==> src/rtl/mw_alu_seq_pkg.sv <==
// Shared ALU definitions: opcodes, flag bit positions and sequencer state encodings.
// Imported by the ALU, the sequencer and its interface users.
package mw_alu_seq_pkg;

  typedef enum logic [2:0] {
    ALU_ADD  = 3'd0,
    ALU_SUB  = 3'd1,
    ALU_AND  = 3'd2,
    ALU_OR   = 3'd3,
    ALU_XOR  = 3'd4,
    ALU_PASS = 3'd5
  } aluOp_e;

  localparam int FLAG_ZERO  = 0;
  localparam int FLAG_CARRY = 1;
  localparam int FLAG_NEG   = 2;
  localparam int FLAG_OVER  = 3;
  localparam int FLAG_BITS  = 4;

  typedef enum logic [1:0] {
    ST_IDLE = 2'd0,
    ST_RUN  = 2'd1,
    ST_DONE = 2'd2
  } seqState_e;

  function automatic logic [FLAG_BITS-1:0] packFlags(input logic v, input logic n,
                                                     input logic c, input logic z);
    return {v, n, c, z};
  endfunction

endpackage

==> src/rtl/mw_alu_seq_if.sv <==
// Request/response bundle for the multi-word sequencer.
// The requester uses the master modport and the sequencer uses the slave modport.
interface mw_alu_seq_if #(
  parameter int DataWidth = 16,
  parameter int Words     = 4
);
  localparam int W = DataWidth * Words;

  logic         reqValid;
  logic         reqReady;
  logic         reqOp;
  logic [W-1:0] reqA;
  logic [W-1:0] reqB;
  logic         rspValid;
  logic         rspReady;
  logic [W-1:0] rspY;
  logic [3:0]   rspFlags;

  modport master (
    output reqValid, reqOp, reqA, reqB, rspReady,
    input  reqReady, rspValid, rspY, rspFlags
  );

  modport slave (
    input  reqValid, reqOp, reqA, reqB, rspReady,
    output reqReady, rspValid, rspY, rspFlags
  );

endinterface

==> src/rtl/mw_alu_seq_alu.sv <==
// Single-word combinational ALU; ADD honours the carry-in flag, SUB does not.
// Output flags are {V,N,C,Z} at the positions defined in the package.
module ALU
  import mw_alu_seq_pkg::*;
#(
  parameter int DataWidth = 16,
  parameter int FlagBits  = 4
) (
  input  aluOp_e               i_funcOp,
  input  logic [DataWidth-1:0] i_a,
  input  logic [DataWidth-1:0] i_b,
  input  logic [FlagBits-1:0]  i_iFlags,
  output logic [DataWidth-1:0] o_y,
  output logic [FlagBits-1:0]  o_oFlags
);

  localparam int Msb = DataWidth - 1;

  logic [DataWidth:0]   w_sum;
  logic [DataWidth:0]   w_diff;
  logic [DataWidth-1:0] w_y;
  logic                 w_carry;
  logic                 w_over;
  logic                 w_unusedFlags;

  assign w_sum  = {1'b0, i_a} + {1'b0, i_b} + {{DataWidth{1'b0}}, i_iFlags[FLAG_CARRY]};
  assign w_diff = {1'b0, i_a} - {1'b0, i_b};
  assign w_unusedFlags = ^{i_iFlags[FlagBits-1:FLAG_CARRY+1], i_iFlags[FLAG_ZERO]};

  always_comb begin
    w_y     = i_a;
    w_carry = 1'b0;
    w_over  = 1'b0;
    case (i_funcOp)
      ALU_ADD: begin
        w_y     = w_sum[Msb:0];
        w_carry = w_sum[DataWidth];
        w_over  = (i_a[Msb] == i_b[Msb]) && (w_sum[Msb] != i_a[Msb]);
      end
      // Carry out of SUB means "no borrow", matching A + ~B + 1
      ALU_SUB: begin
        w_y     = w_diff[Msb:0];
        w_carry = ~w_diff[DataWidth];
        w_over  = (i_a[Msb] != i_b[Msb]) && (w_diff[Msb] != i_a[Msb]);
      end
      ALU_AND:  w_y = i_a & i_b;
      ALU_OR:   w_y = i_a | i_b;
      ALU_XOR:  w_y = i_a ^ i_b;
      ALU_PASS: w_y = i_a;
      default:  w_y = i_a;
    endcase
  end

  always_comb begin
    o_oFlags             = '0;
    o_oFlags[FLAG_ZERO]  = (w_y == '0);
    o_oFlags[FLAG_CARRY] = w_carry;
    o_oFlags[FLAG_NEG]   = w_y[Msb];
    o_oFlags[FLAG_OVER]  = w_over;
  end

  assign o_y = w_y;

endmodule

==> src/rtl/mw_alu_seq.sv <==
// Multi-word add/subtract sequencer: one chained ALU ADD per word, LSW first,
// returning the wide result and aggregate {V,N,C,Z} flags on a valid/ready channel.
module mw_alu_seq
  import mw_alu_seq_pkg::*;
#(
  parameter int DataWidth = 16,
  parameter int Words     = 4
) (
  input  logic          i_clk,
  input  logic          i_rstN,
  mw_alu_seq_if.slave   bus
);

  localparam int IdxW = (Words > 1) ? $clog2(Words) : 1;
  localparam logic [IdxW-1:0] LastIdx = IdxW'(Words - 1);

  seqState_e r_state;
  seqState_e w_nextState;

  logic [Words-1:0][DataWidth-1:0] r_a;
  logic [Words-1:0][DataWidth-1:0] r_b;
  logic [Words-1:0][DataWidth-1:0] r_result;
  logic [IdxW-1:0]                 r_idx;
  logic                            r_carry;
  logic                            r_zero;
  logic [FLAG_BITS-1:0]            r_flags;

  aluOp_e                          w_aluOp;
  logic [DataWidth-1:0]            w_aluY;
  logic [FLAG_BITS-1:0]            w_aluIFlags;
  logic [FLAG_BITS-1:0]            w_aluFlags;
  logic                            w_accept;
  logic                            w_lastWord;

  assign w_accept    = bus.reqValid && (r_state == ST_IDLE);
  assign w_lastWord  = (r_idx == LastIdx);
  assign w_aluOp     = ALU_ADD;
  assign w_aluIFlags = {2'b00, r_carry, 1'b0};

  // SUB cannot chain a borrow, so subtraction is ADD of the inverted operand with carry-in 1
  ALU #(
    .DataWidth (DataWidth),
    .FlagBits  (FLAG_BITS)
  ) u_alu (
    .i_funcOp (w_aluOp),
    .i_a      (r_a[r_idx]),
    .i_b      (r_b[r_idx]),
    .i_iFlags (w_aluIFlags),
    .o_y      (w_aluY),
    .o_oFlags (w_aluFlags)
  );

  always_ff @(posedge i_clk) begin
    if (!i_rstN) r_state <= ST_IDLE;
    else         r_state <= w_nextState;
  end

  always_comb begin
    w_nextState = r_state;
    case (r_state)
      ST_IDLE: if (w_accept)     w_nextState = ST_RUN;
      ST_RUN:  if (w_lastWord)   w_nextState = ST_DONE;
      ST_DONE: if (bus.rspReady) w_nextState = ST_IDLE;
      default:                   w_nextState = ST_IDLE;
    endcase
  end

  always_ff @(posedge i_clk) begin
    if (!i_rstN) begin
      r_a      <= '0;
      r_b      <= '0;
      r_result <= '0;
      r_idx    <= '0;
      r_carry  <= 1'b0;
      r_zero   <= 1'b0;
      r_flags  <= '0;
    end else begin
      case (r_state)
        ST_IDLE: begin
          if (w_accept) begin
            r_a     <= bus.reqA;
            r_b     <= bus.reqOp ? ~bus.reqB : bus.reqB;
            r_idx   <= '0;
            r_carry <= bus.reqOp;
            r_zero  <= 1'b1;
          end
        end
        ST_RUN: begin
          r_result[r_idx] <= w_aluY;
          r_carry         <= w_aluFlags[FLAG_CARRY];
          r_zero          <= r_zero & w_aluFlags[FLAG_ZERO];
          r_idx           <= r_idx + 1'b1;
          // V and N come only from the most significant word
          if (w_lastWord) begin
            r_flags <= packFlags(w_aluFlags[FLAG_OVER], w_aluFlags[FLAG_NEG],
                                 w_aluFlags[FLAG_CARRY], r_zero & w_aluFlags[FLAG_ZERO]);
          end
        end
        default: ;
      endcase
    end
  end

  assign bus.reqReady = (r_state == ST_IDLE);
  assign bus.rspValid = (r_state == ST_DONE);
  assign bus.rspY     = r_result;
  assign bus.rspFlags = r_flags;

endmodule

==> src/flat_wrapper.sv <==
// flat-port wrapper written by rule: the top's interface ports become plain ports
module mw_alu_seq_flat import mw_alu_seq_pkg::*;
#(
  parameter int DataWidth = 16,
  parameter int Words     = 4
)
  (i_clk, i_rstN, bus_reqValid, bus_reqOp, bus_reqA, bus_reqB, bus_rspReady, bus_reqReady, bus_rspValid, bus_rspY, bus_rspFlags);
  mw_alu_seq_if #(.DataWidth(DataWidth), .Words(Words)) bus_i ();
  input  logic i_clk;
  input  logic i_rstN;
  input wire logic [$bits(bus_i.reqValid)-1:0] bus_reqValid;
  input wire logic [$bits(bus_i.reqOp)-1:0] bus_reqOp;
  input wire logic [$bits(bus_i.reqA)-1:0] bus_reqA;
  input wire logic [$bits(bus_i.reqB)-1:0] bus_reqB;
  input wire logic [$bits(bus_i.rspReady)-1:0] bus_rspReady;
  output wire logic [$bits(bus_i.reqReady)-1:0] bus_reqReady;
  output wire logic [$bits(bus_i.rspValid)-1:0] bus_rspValid;
  output wire logic [$bits(bus_i.rspY)-1:0] bus_rspY;
  output wire logic [$bits(bus_i.rspFlags)-1:0] bus_rspFlags;
  assign bus_i.reqValid = bus_reqValid;
  assign bus_i.reqOp = bus_reqOp;
  assign bus_i.reqA = bus_reqA;
  assign bus_i.reqB = bus_reqB;
  assign bus_i.rspReady = bus_rspReady;
  assign bus_reqReady = bus_i.reqReady;
  assign bus_rspValid = bus_i.rspValid;
  assign bus_rspY = bus_i.rspY;
  assign bus_rspFlags = bus_i.rspFlags;
  mw_alu_seq #(.DataWidth(DataWidth), .Words(Words)) u_core (.i_clk(i_clk), .i_rstN(i_rstN), .bus(bus_i));
endmodule
==> config.mk <==
export PLATFORM = sky130hd
export DESIGN_NAME = mw_alu_seq_flat
export DESIGN_NICKNAME = d
export VERILOG_FILES = /design/src/rtl/mw_alu_seq_pkg.sv /design/src/rtl/mw_alu_seq_if.sv /design/src/rtl/mw_alu_seq_alu.sv /design/src/rtl/mw_alu_seq.sv /design/src/flat_wrapper.sv
export SDC_FILE = /design/constraint.sdc
export NUM_CORES = 1
export LEC_CHECK = 0
export CORE_MARGIN = 1.5
export CORE_UTILIZATION = 30
export DETAILED_ROUTE_END_ITERATION = 10
export PLACE_DENSITY = 0.53
export SYNTH_ARGS = -nofsm -noshare
export SYNTH_HDL_FRONTEND = slang
export SYNTH_SLANG_ARGS = --single-unit
==> constraint.sdc <==
create_clock -name i_clk -period 4.8 [get_ports i_clk]
set_clock_uncertainty 0.15 [all_clocks]
set_input_delay 0.48 -clock i_clk [delete_from_list [all_inputs] [get_ports i_clk]]
set_output_delay 0.48 -clock i_clk [all_outputs]
set_load 0.01 [all_outputs]
# --- After elaboration in Yosys (flattened, before gate mapping) ---
# Index checks and enable logic that the tools add are counted.
op_classes:
  n_eq_ne: 8
  order_cmp: 2
  n_bitwise: 2
  n_mul: 0
  n_div: 0
  n_reduce_logical: 10
  n_addsub: 3
  shifts: 0
  n_mux: 18
op_table:
  columns: ["operator", "count"]
  rows:
  - ["binary-select mux 16 bit (select 2 bit)", 2]
  - ["bitwise mux 64 bit", 1]
  - ["2-to-1 mux 64 bit", 1]
  - ["inverter 64 bit", 1]
  - ["2-to-1 mux 16 bit", 3]
  - ["demux 16 bit (select 2 bit)", 1]
  - ["adder 16 x 16 -> 17 bit", 1]
  - ["adder 17 x 1 -> 17 bit", 1]
  - ["logical NOT 16 bit", 1]
  - ["2-to-1 mux 2 bit", 4]
  - ["one-hot mux 2 bit (3 select lines)", 1]
  - ["AND reduction 2 bit", 3]
  - ["== test 2 bit (second input constant)", 2]
  - ["!= test 2 x 1 -> 1 bit (second input constant)", 2]
  - ["one-hot mux 1 bit (2 select lines)", 2]
  - ["one-hot mux 2 bit (2 select lines)", 1]
  - ["logical AND 1 bit", 3]
  - ["less-than comparator 2 x 3 -> 1 bit (second input constant)", 1]
  - ["AND reduction 3 bit", 1]
  - ["adder 2 x 1 -> 2 bit (second input constant)", 1]
  - ["== test 2 x 1 -> 1 bit (second input constant)", 1]
  - [">= comparator 2 x 1 -> 1 bit (second input constant)", 1]
  - ["logical NOT 2 bit", 1]
  - ["2-to-1 mux 1 bit", 2]
  - ["other kinds (5)", 5]
word_totals:
  ram_bits: 0
  memories: 0
  latchBits: 0
  output_inout_bits: 70
  mem_bits_ro: 0
  regBits: 202

# --- Depth between registers and ports, before layout ---
# Gate-level depths: netlist (run 1).
logic_depth:
  word_depth: 7
  depth_mapped: 13

# --- By module ---
# Synthesis (run 1) repeated with hierarchy kept, for this count alone.
unflattened:
  cells_unflattened: 1376
  hier_area_um2: 11825.1
modules_own_cells:
  columns: ["mod", "seq_area_each_um2", "area_per_inst_um2", "n_inst", "cells_per_inst"]
  rows:
  - ["mw_alu_seq", 4043.9, 8912.3, 1, 941]
  - ["ALU", 0.0, 2912.8, 1, 435]

# --- Worst setup path before layout (run 1) ---
# OpenSTA, ideal clock, no wires.
synth_path:
  path_kind: "register to register"
  start: "reg u_core.r_idx[0]"
  end: "reg u_core.r_flags[0] (netlist: u_core.bus.rspFlags[0])"
  t_required_ns: 4.581
  setup_time_ns: 0.069
  stages_incl_launch_ff: 14
  arrival_ns: 4.199
  setup_slack_ns: 0.381
  cell_sequence: "dfxtp_1 > clkbuf_1 > buf_1 > mux4_2 > fa_1 > fa_1 > a211oi_2 > o211ai_1 > a311o_1 > a211oi_2 > nor2_2 > nor4_2 > nand4b_1 > o21ai_1"
synth_between:
  elab_chain_cells: 6
  elab_cells_between_ends: 10
synth_rtl:
  columns: ["item", "line_no", "source"]
  rows:
  - ["start: declaration", "mw_alu_seq.sv:23", "logic [IdxW-1:0] r_idx;"]
  - ["start signal: assignment", "mw_alu_seq.sv:92", "r_idx <= r_idx + 1'b1;"]
  - ["binary-select mux 16 bit (select 2 bit), on equally long branches", "mw_alu_seq.sv:46, mw_alu_seq.sv:47", null]
  - ["2-to-1 mux 16 bit, on equally long branches", "mw_alu_seq.sv:46, mw_alu_seq.sv:47", null]
  - ["adder 16 x 16 -> 17 bit", "mw_alu_seq_alu.sv:26", "assign w_sum = {1'b0, i_a} + {1'b0, i_b} + {{DataWidth{1'b0}}, i_iFlags[FLAG_CARRY]};"]
  - ["adder 17 x 1 -> 17 bit", "mw_alu_seq_alu.sv:26", null]
  - ["logical NOT 16 bit", "mw_alu_seq_alu.sv:56", "o_oFlags[FLAG_ZERO] = (w_y == '0);"]
  - ["bitwise AND 1 bit", "mw_alu_seq.sv:96", "w_aluFlags[FLAG_CARRY], r_zero & w_aluFlags[FLAG_ZERO]);"]
  - ["end signal: assignment", "mw_alu_seq.sv:95", "r_flags <= packFlags(w_aluFlags[FLAG_OVER], w_aluFlags[FLAG_NEG],"]
  - ["end: declaration", "mw_alu_seq.sv:26", "logic [FLAG_BITS-1:0] r_flags;"]
# Parallel ways exist; a longest one is shown, timed or not. The select of a mux whose other input is x is not followed.
# A chain may end at the register's enable or synchronous reset.

# --- Final worst setup path (run 1) ---
layout_path:
  start: "reg u_core.r_idx[1]"
  end: "reg u_core.r_flags[0] (netlist: u_core.bus.rspFlags[0])"
# The elaborated chain is that of the path after synthesis.

==> results of run 1 <==
[final timing paths]
| check | slack [ps] | start | to | cells past startpoint |
|---|---|---|---|---|
| worst max-delay path | 890 | u_core.r_idx[1] | u_core.bus.rspFlags[0] | 12 |
| worst min-delay path | 310 | u_core.bus.rspFlags[1] | u_core.bus.rspFlags[1] | 2 |
| worst max register to register | 890 | u_core.r_idx[1] | u_core.bus.rspFlags[0] | 12 |
| worst min register to register | 310 | u_core.bus.rspFlags[1] | u_core.bus.rspFlags[1] | 2 |
[power by group]
part	switching (mW)	internal, mW
registers	0.0571	1.77
logic	0.397	0.366
clock network	0.680	1.15
[metrics by stage]
stage	hold WS, ps	setup slack [ps]	power (mW)	utilization (%)
global route	322.9	657.0	4.624	40.70
global placement	297.8	967.1	2.631	38.17
finish	305.7	886.9	4.420	40.70
detailed placement	300.3	928.6	2.636	38.17
floorplan	290.2	381.5	2.306	-
CTS	308.5	892.6	4.482	40.70
[cell families after synthesis]
kind of cell	count (synthesis)	synth area share (%)
adder cells (fa/ha/maj)	21	2.924
flip-flops	201	42.35
multiplexers	32	7.586
AND/OR/NAND/NOR	359	15.44
AO/OA/AOI/OAI	246	20.99
XOR/XNOR	76	7.086
buffers and inverters	87	3.622
[synth_stat cells, types with 3 or more instances]
cell / instances
clkbuf_1: 66
mux4_2: 32
nor2_1: 8
ha_1: 19
o21ai_1: 6
xnor2_1: 70
o211a_1: 80
nand3_1: 7
nand2_1: 311
nand2b_1: 3
o211ai_1: 5
and2_1: 14
dfxtp_1: 201
buf_1: 11
nor2b_1: 4
a21o_1: 3
a21oi_1: 13
xor2_1: 5
inv_1: 5
a21boi_0: 105
a21boi_1: 3
o21ai_0: 13
[state kept, by name (all words and copies together) (netlist names)]
signal and cells:
u_core.r_a 64, u_core.r_b 64, u_core.bus.rspY 63, u_core.bus.rspFlags 4
u_core.r_idx 2, u_core.r_state 2, u_core.r_carry 1, u_core.r_zero 1
[area by class of cell]
| cell class | instances | area [µm²] | area share [%] |
|---|---|---|---|
| multi-input combinational | 734 | 5137 | 40.84 |
| sequential | 201 | 4026 | 32.00 |
| timing repair buffer | 214 | 2120 | 16.85 |
| clock buffer | 31 | 645.6 | 5.132 |
| tap | 396 | 495.5 | 3.938 |
| clock inverter | 7 | 137.6 | 1.094 |
| inverter | 5 | 18.77 | 0.1492 |
[worst register-to-register path: stages (launching register included)]
cell and delay (ps):
dfxtp_2 350, buf_4 270, mux4_2 370, fa_1 490, fa_1 460, a211oi_2 270, o211ai_1 210, a311o_1 370
a211oi_2 250, nor2_2 100, nor4_2 280, nand4b_1 150, o21ai_1 140
[layer usage]
metal  vias up  wire (µm)
met5         -         13
met4         2        656
met3        38       1121
met2       179      12700
met1      3611      12890
li1       3827          -
==> results by group, run 1 <==
Synth
  – Distinct cell type count after synthesis: 53
  – Post-synthesis sequential area ratio: 42.35%
  – Synthesized area: 9500 µm²
  – EDFF count, synth: 0
  – Asr flop ratio synth: 0%
  – Post-synthesis sequential element count: 201
  – Top-area cell type share of the netlist area: 42.35%
  – Mean Syn Cell Area: 9.296 µm²
  – YS warnings: 0
  – Synth Flop Type: dfxtp_1
  – Syn nets: 1,176
  – Post-synthesis cell type with the largest combined area: dfxtp_1
  – Syn Inst Count: 1,022
  – Top post-synthesis cells by area: dfxtp_1, nand2_1, o211a_1

Route
  – Vias per inst: 4.822
  – DRC: 0
  – Vias: 7,657
  – Router iterations before antenna repair: 5
  – DRT Wirelength: 27.38 mm
  – Wire per inst: 17.24 µm
  – Routed Antenna Nets: 0
  – Iter 0 DRT Violations: 353

Layout
  – Layout cell share with drive strength beyond 1: 7.886%
  – ANT cells: 0
  – Layout area overhead: 32.42%
  – Layout Nets: 1,333
  – Final Non-Filler Cells: 1,588
  – Filler cell count: 3,101
  – Commonest non-fill, non-tap cell in the layout: nand2_1
  – Commonest cells after routing, fill and taps aside: nand2_1, clkdlybuf4s50_1, dfxtp_1
  – Cell area after layout: 12,580 µm²

Status
  – Status: complete, no violations

Clock tree
  – TritonCTS clock tree: built
  – H-tree depth: 1
  – Clock insertion delay at the later pin of the skew report: 500 ps
  – Hold-fix buffer count after cts: 0
  – Post-CTS Setup Inserts: 0
  – Resized Gates After CTS: 0
  – Clock root buffer master: clkbuf_16
  – Worst-path clk slew: 60 ps
  – CTS sink cnt: 201
  – Bufs on Longest Clock Path: 3
  – Num CTS Buffers: 23

Placed design
  – DP Area: 11,800 µm²
  – Routability cong.: 0.8697
  – DP Cell Count: 1,550
  – I/O Buffers: 202
  – DP HPWL: 19.75 mm

Setup path
  – Max incr delay on CP: 490 ps
  – Crit path max-delay cell type: fa_1
  – CP cell instances: buf_4 -> mux4_2 -> fa_1 -> fa_1 -> a211oi_2 -> o211ai_1 -> a311o_1 -> a211oi_2 -> nor2_2 -> nor4_2 -> nand4b_1 -> o21ai_1
  – Crit path max fanout: 18
  – Critical Path RT: 5070 ps
  – Worst path bufs/invs: 1
  – Delay-heaviest family, CP: compound AO/OA/AOI/OAI gates
  – WP data arrival: 4180 ps
  – Crit. End Element: flip-flop
  – Setup CP Type: flip-flop to flip-flop
  – Startpoint type of the worst setup path: flip-flop

Die
  – FP Rows: 64
  – Io pins: 203
  – Die area: 32,740 µm²
  – Initial Utilization: 30.74%
  – Core Area: 30,910 µm²
  – Die W: 181.0 µm
  – Die H: 181.0 µm

Global route
  – Initial antenna violation count: 1
  – Grt met3 use: 2.580%
  – GRT busiest layer: met2
  – Vias in the first global route: 7,530
  – GR Layer Usage met2: 27.37%
  – Global Route Usage Sum: 16.59%
  – GR Util met1: 22.50%
  – Global-route wire length before repair: 42.98 mm
  – Gr ovfl total: 0
  – Largest net degree at the start of global routing: 120

STA
  – Fmax: 255.6 MHz
  – Final setup violating endpoints: 0
  – Final period util: 81.52%
  – Setup TNS: 0 ps
  – Final worst path period need: 3913 ps
  – Slew @ Worst Pin: 1084 ps
  – Slew Limit Fails: 0
  – Slew margin rel.: 27.72%
  – Unrepaired setup endpoints after global routing: no
  – Final Hold Viols: 0

Power and ir drop
  – Leak: 5.197 nW
  – VDD IR max: 0.2072 mV
  – Pwr dens: 351.3 nW/µm²

Run
  – Max Cap Viol: 0

Hold path
  – Hold crit path type: flip-flop to flip-flop
Note: power is estimated with default switching activity, not from simulation.
==> run 2: changes to the inputs <==
--- a/config.mk
+++ b/config.mk
@@ -8,7 +8,7 @@
 export CORE_MARGIN = 1.5
 export CORE_UTILIZATION = 30
 export DETAILED_ROUTE_END_ITERATION = 10
-export PLACE_DENSITY = 0.53
+export PLACE_DENSITY = 0.55
 export SYNTH_ARGS = -nofsm -noshare
 export SYNTH_HDL_FRONTEND = slang
 export SYNTH_SLANG_ARGS = --single-unit
==> constraint.sdc (replaced) <==
create_clock -name i_clk -period 3.4 [get_ports i_clk]
set_clock_uncertainty 0.15 [all_clocks]
set_input_delay 0.34 -clock i_clk [delete_from_list [all_inputs] [get_ports i_clk]]
set_output_delay 0.34 -clock i_clk [all_outputs]
set_load 0.01 [all_outputs]
==> results by group, run 2 (synthesis results as in run 1) <==
Route
  – Routed Antenna Nets: 0 (unchanged)
  – DRT Wirelength: 27.74 mm (+1.3%)
  – Wire per inst: 16.91 µm (-2.0%)
  – DRC: 0 (unchanged)
  – Iter 0 DRT Violations: 402 (+14%)
  – Vias: 7,781 (+1.6%)
  – Vias per inst: 4.742 (-1.7%)
  – Router iterations before antenna repair: 4 (-1)

Setup path
  – Depth of the worst register-to-register path: 11 (-1)
  – Max incr delay on CP: 550 ps (+60 ps)
  – Delay-heaviest family, CP: compound AO/OA/AOI/OAI gates
  – Critical Path RT: 3680 ps (-1390 ps)
  – Crit. End Element: flip-flop
  – Crit path max fanout: 4 (-14)
  – WP data arrival: 3800 ps (-380 ps)
  – Startpoint type of the worst setup path: flip-flop
  – Reg-to-reg endpoint: u_core.bus.rspFlags[0]
  – Worst path bufs/invs: 0 (-1)
  – Register-to-Register Setup Slack: -130 ps (-1010 ps)
  – Setup CP Type: flip-flop to flip-flop
  – Reg2reg start: u_core.r_idx[0]
  – Crit path max-delay cell type: mux4_2
  – Stages on worst setup path: 11 (-1)
  – CP cell instances: mux4_2 -> fa_2 -> fa_2 -> a211oi_2 -> o211ai_1 -> a311o_1 -> a211oi_2 -> nor2_2 -> nor4_2 -> nand4b_1 -> o21ai_1

Die
  – Die H: 181.0 µm (unchanged)
  – Core Area: 30,910 µm² (unchanged)
  – Die W: 181.0 µm (unchanged)
  – Initial Utilization: 30.74% (unchanged)
  – Io pins: 203 (unchanged)
  – FP Rows: 64 (unchanged)
  – Die area: 32,740 µm² (unchanged)

Global route
  – Initial antenna violation count: 0 (-1)
  – Global-route wire length before repair: 41.83 mm (-2.7%)
  – Global Route Usage Sum: 16.22% (-0.37 points)
  – Vias in the first global route: 7,394 (-1.8%)
  – Largest net degree at the start of global routing: 202 (+68%)
  – Gr ovfl total: 0 (unchanged)

Placed design
  – DP HPWL: 19.76 mm (about the same)
  – Routability cong.: 0.7948 (-8.6%)
  – DP Area: 12,150 µm² (+3.0%)
  – I/O Buffers: 202 (unchanged)
  – Pre-CTS WS: -202.7 ps (-1131 ps)
  – DP Cell Count: 1,590 (+2.6%)

STA
  – Final period util: 103.7% (+22 points)
  – Slew @ Worst Pin: 980.6 ps (-103.5 ps)
  – Final Hold Viols: 0 (unchanged)
  – Unrepaired setup endpoints after global routing: yes
  – Slew margin rel.: 34.62% (+6.9 points)
  – Final worst path period need: 3527 ps (-386.4 ps)
  – Hold slack final: 248.1 ps (-57.62 ps)
  – Slew Limit Fails: 0 (unchanged)
  – Final setup violating endpoints: 12 (+12)
  – Setup ws final: -126.7 ps (-1014 ps)
  – Fmax: 283.6 MHz (+11%)

Clock tree
  – Num CTS Buffers: 23 (unchanged)
  – Worst-path clk slew: 60 ps (about the same)
  – H-tree depth: 1 (unchanged)
  – Clock insertion delay at the later pin of the skew report: 510 ps (about the same)
  – Hold-fix buffer count after cts: 0 (unchanged)
  – Bufs on Longest Clock Path: 3 (unchanged)
  – Clock root buffer master: clkbuf_16
  – TritonCTS clock tree: built
  – CTS sink cnt: 201 (unchanged)

Run
  – Max Cap Viol: 0 (unchanged)

Hold path
  – HP Start: bus_reqA[63]
  – Hold crit path type: input pin to flip-flop
  – Hold Path Sink: u_core.r_a[63]
  – Hold depth: 3 (+1)

Layout
  – Layout cell share with drive strength beyond 1: 13.82% (+5.9 points)
  – Cell area after layout: 13,180 µm² (+4.8%)
  – ANT cells: 0 (unchanged)
  – Layout Nets: 1,383 (+3.8%)
  – Post-layout util: 42.65% (+2.0 points)
  – Commonest non-fill, non-tap cell in the layout: nand2_1
  – Final Non-Filler Cells: 1,641 (+3.3%)
  – Commonest cells after routing, fill and taps aside: nand2_1, clkdlybuf4s50_1, dfxtp_1
  – Layout area overhead: 38.77%

Power and ir drop
  – VDD IR max: 0.2993 mV (+44%)
  – Pwr dens: 478.1 nW/µm² (+36%)
  – Leak: 5.525 nW (+6.3%)

Status
  – Status: complete, but fails checks
  – Failing checks: negative setup slack
==> run 2: per-layer routing <==
metal	up-vias	global-route usage, %	wire length (µm)
met4	0	4.333	632
met3	36	2.237	996
met5	-	0	0
met1	3645	21.42	12990
li1	3934	-	-
met2	166	27.75	13120
==> run 2: timing repair <==
action	in CTS	in global routing
setup buffers	5	5
gates resized for setup	12	39
gates cloned	0	1
setup endpoints to repair	33	37
endpoints found under the hold margin	0	0
pin swaps	2	9
==> run 2: worst register-to-register path, cell delays in order (launching register included) <==
cell      delay, ps
dfxtp_4         390
mux4_2          550
fa_2            430
fa_2            360
a211oi_2        260
o211ai_1        130
a311o_1         320
a211oi_2        250
nor2_2           80
nor4_2          270
nand4b_1        150
o21ai_1         130
==> run 2: cell type report <==
cell class | count | area, µm²
clock buffers | 29 | 628.1
clock inverters | 12 | 112.6
fillers | 3083 | 17730
inverters | 5 | 18.77
multi-input cells | 734 | 5303
flip-flops and latches | 201 | 4029
well taps | 396 | 495.5
repair buffers | 264 | 2597
==> run 2: through the flow <==
| step | total power, mW | TNS [ps] |
|---|---|---|
| global placement | 3.837 | -1015 |
| finish | 6.303 | -625.2 |
| floorplan | 3.263 | -846.8 |
| CTS | 6.324 | -622.8 |
| global route | 6.560 | -2758 |
| detailed placement | 3.851 | -2879 |
==> run 2: power by group <==
| group | switching, mW | total [mW] | internal, mW |
|---|---|---|---|
| clock network | 0.991 | 2.45 | 1.46 |
| registers | 0.0810 | 2.58 | 2.50 |
| logic | 0.621 | 1.28 | 0.655 |
| total | 1.69 | 6.30 | 4.61 |
==> run 2: how the worst max path moves through the flow <==
stage                                   to  slack [ps]       startpoint
CTS                 u_core.bus.rspFlags[0]        -170  u_core.r_idx[0]
global placement    u_core.bus.rspFlags[0]        -150  u_core.r_idx[0]
global route        u_core.bus.rspFlags[0]        -290  u_core.r_idx[0]
detailed placement     u_core.bus.rspY[61]        -200  u_core.r_idx[0]
finish              u_core.bus.rspFlags[0]        -130  u_core.r_idx[0]
floorplan           u_core.bus.rspFlags[0]        -290  u_core.r_idx[0]
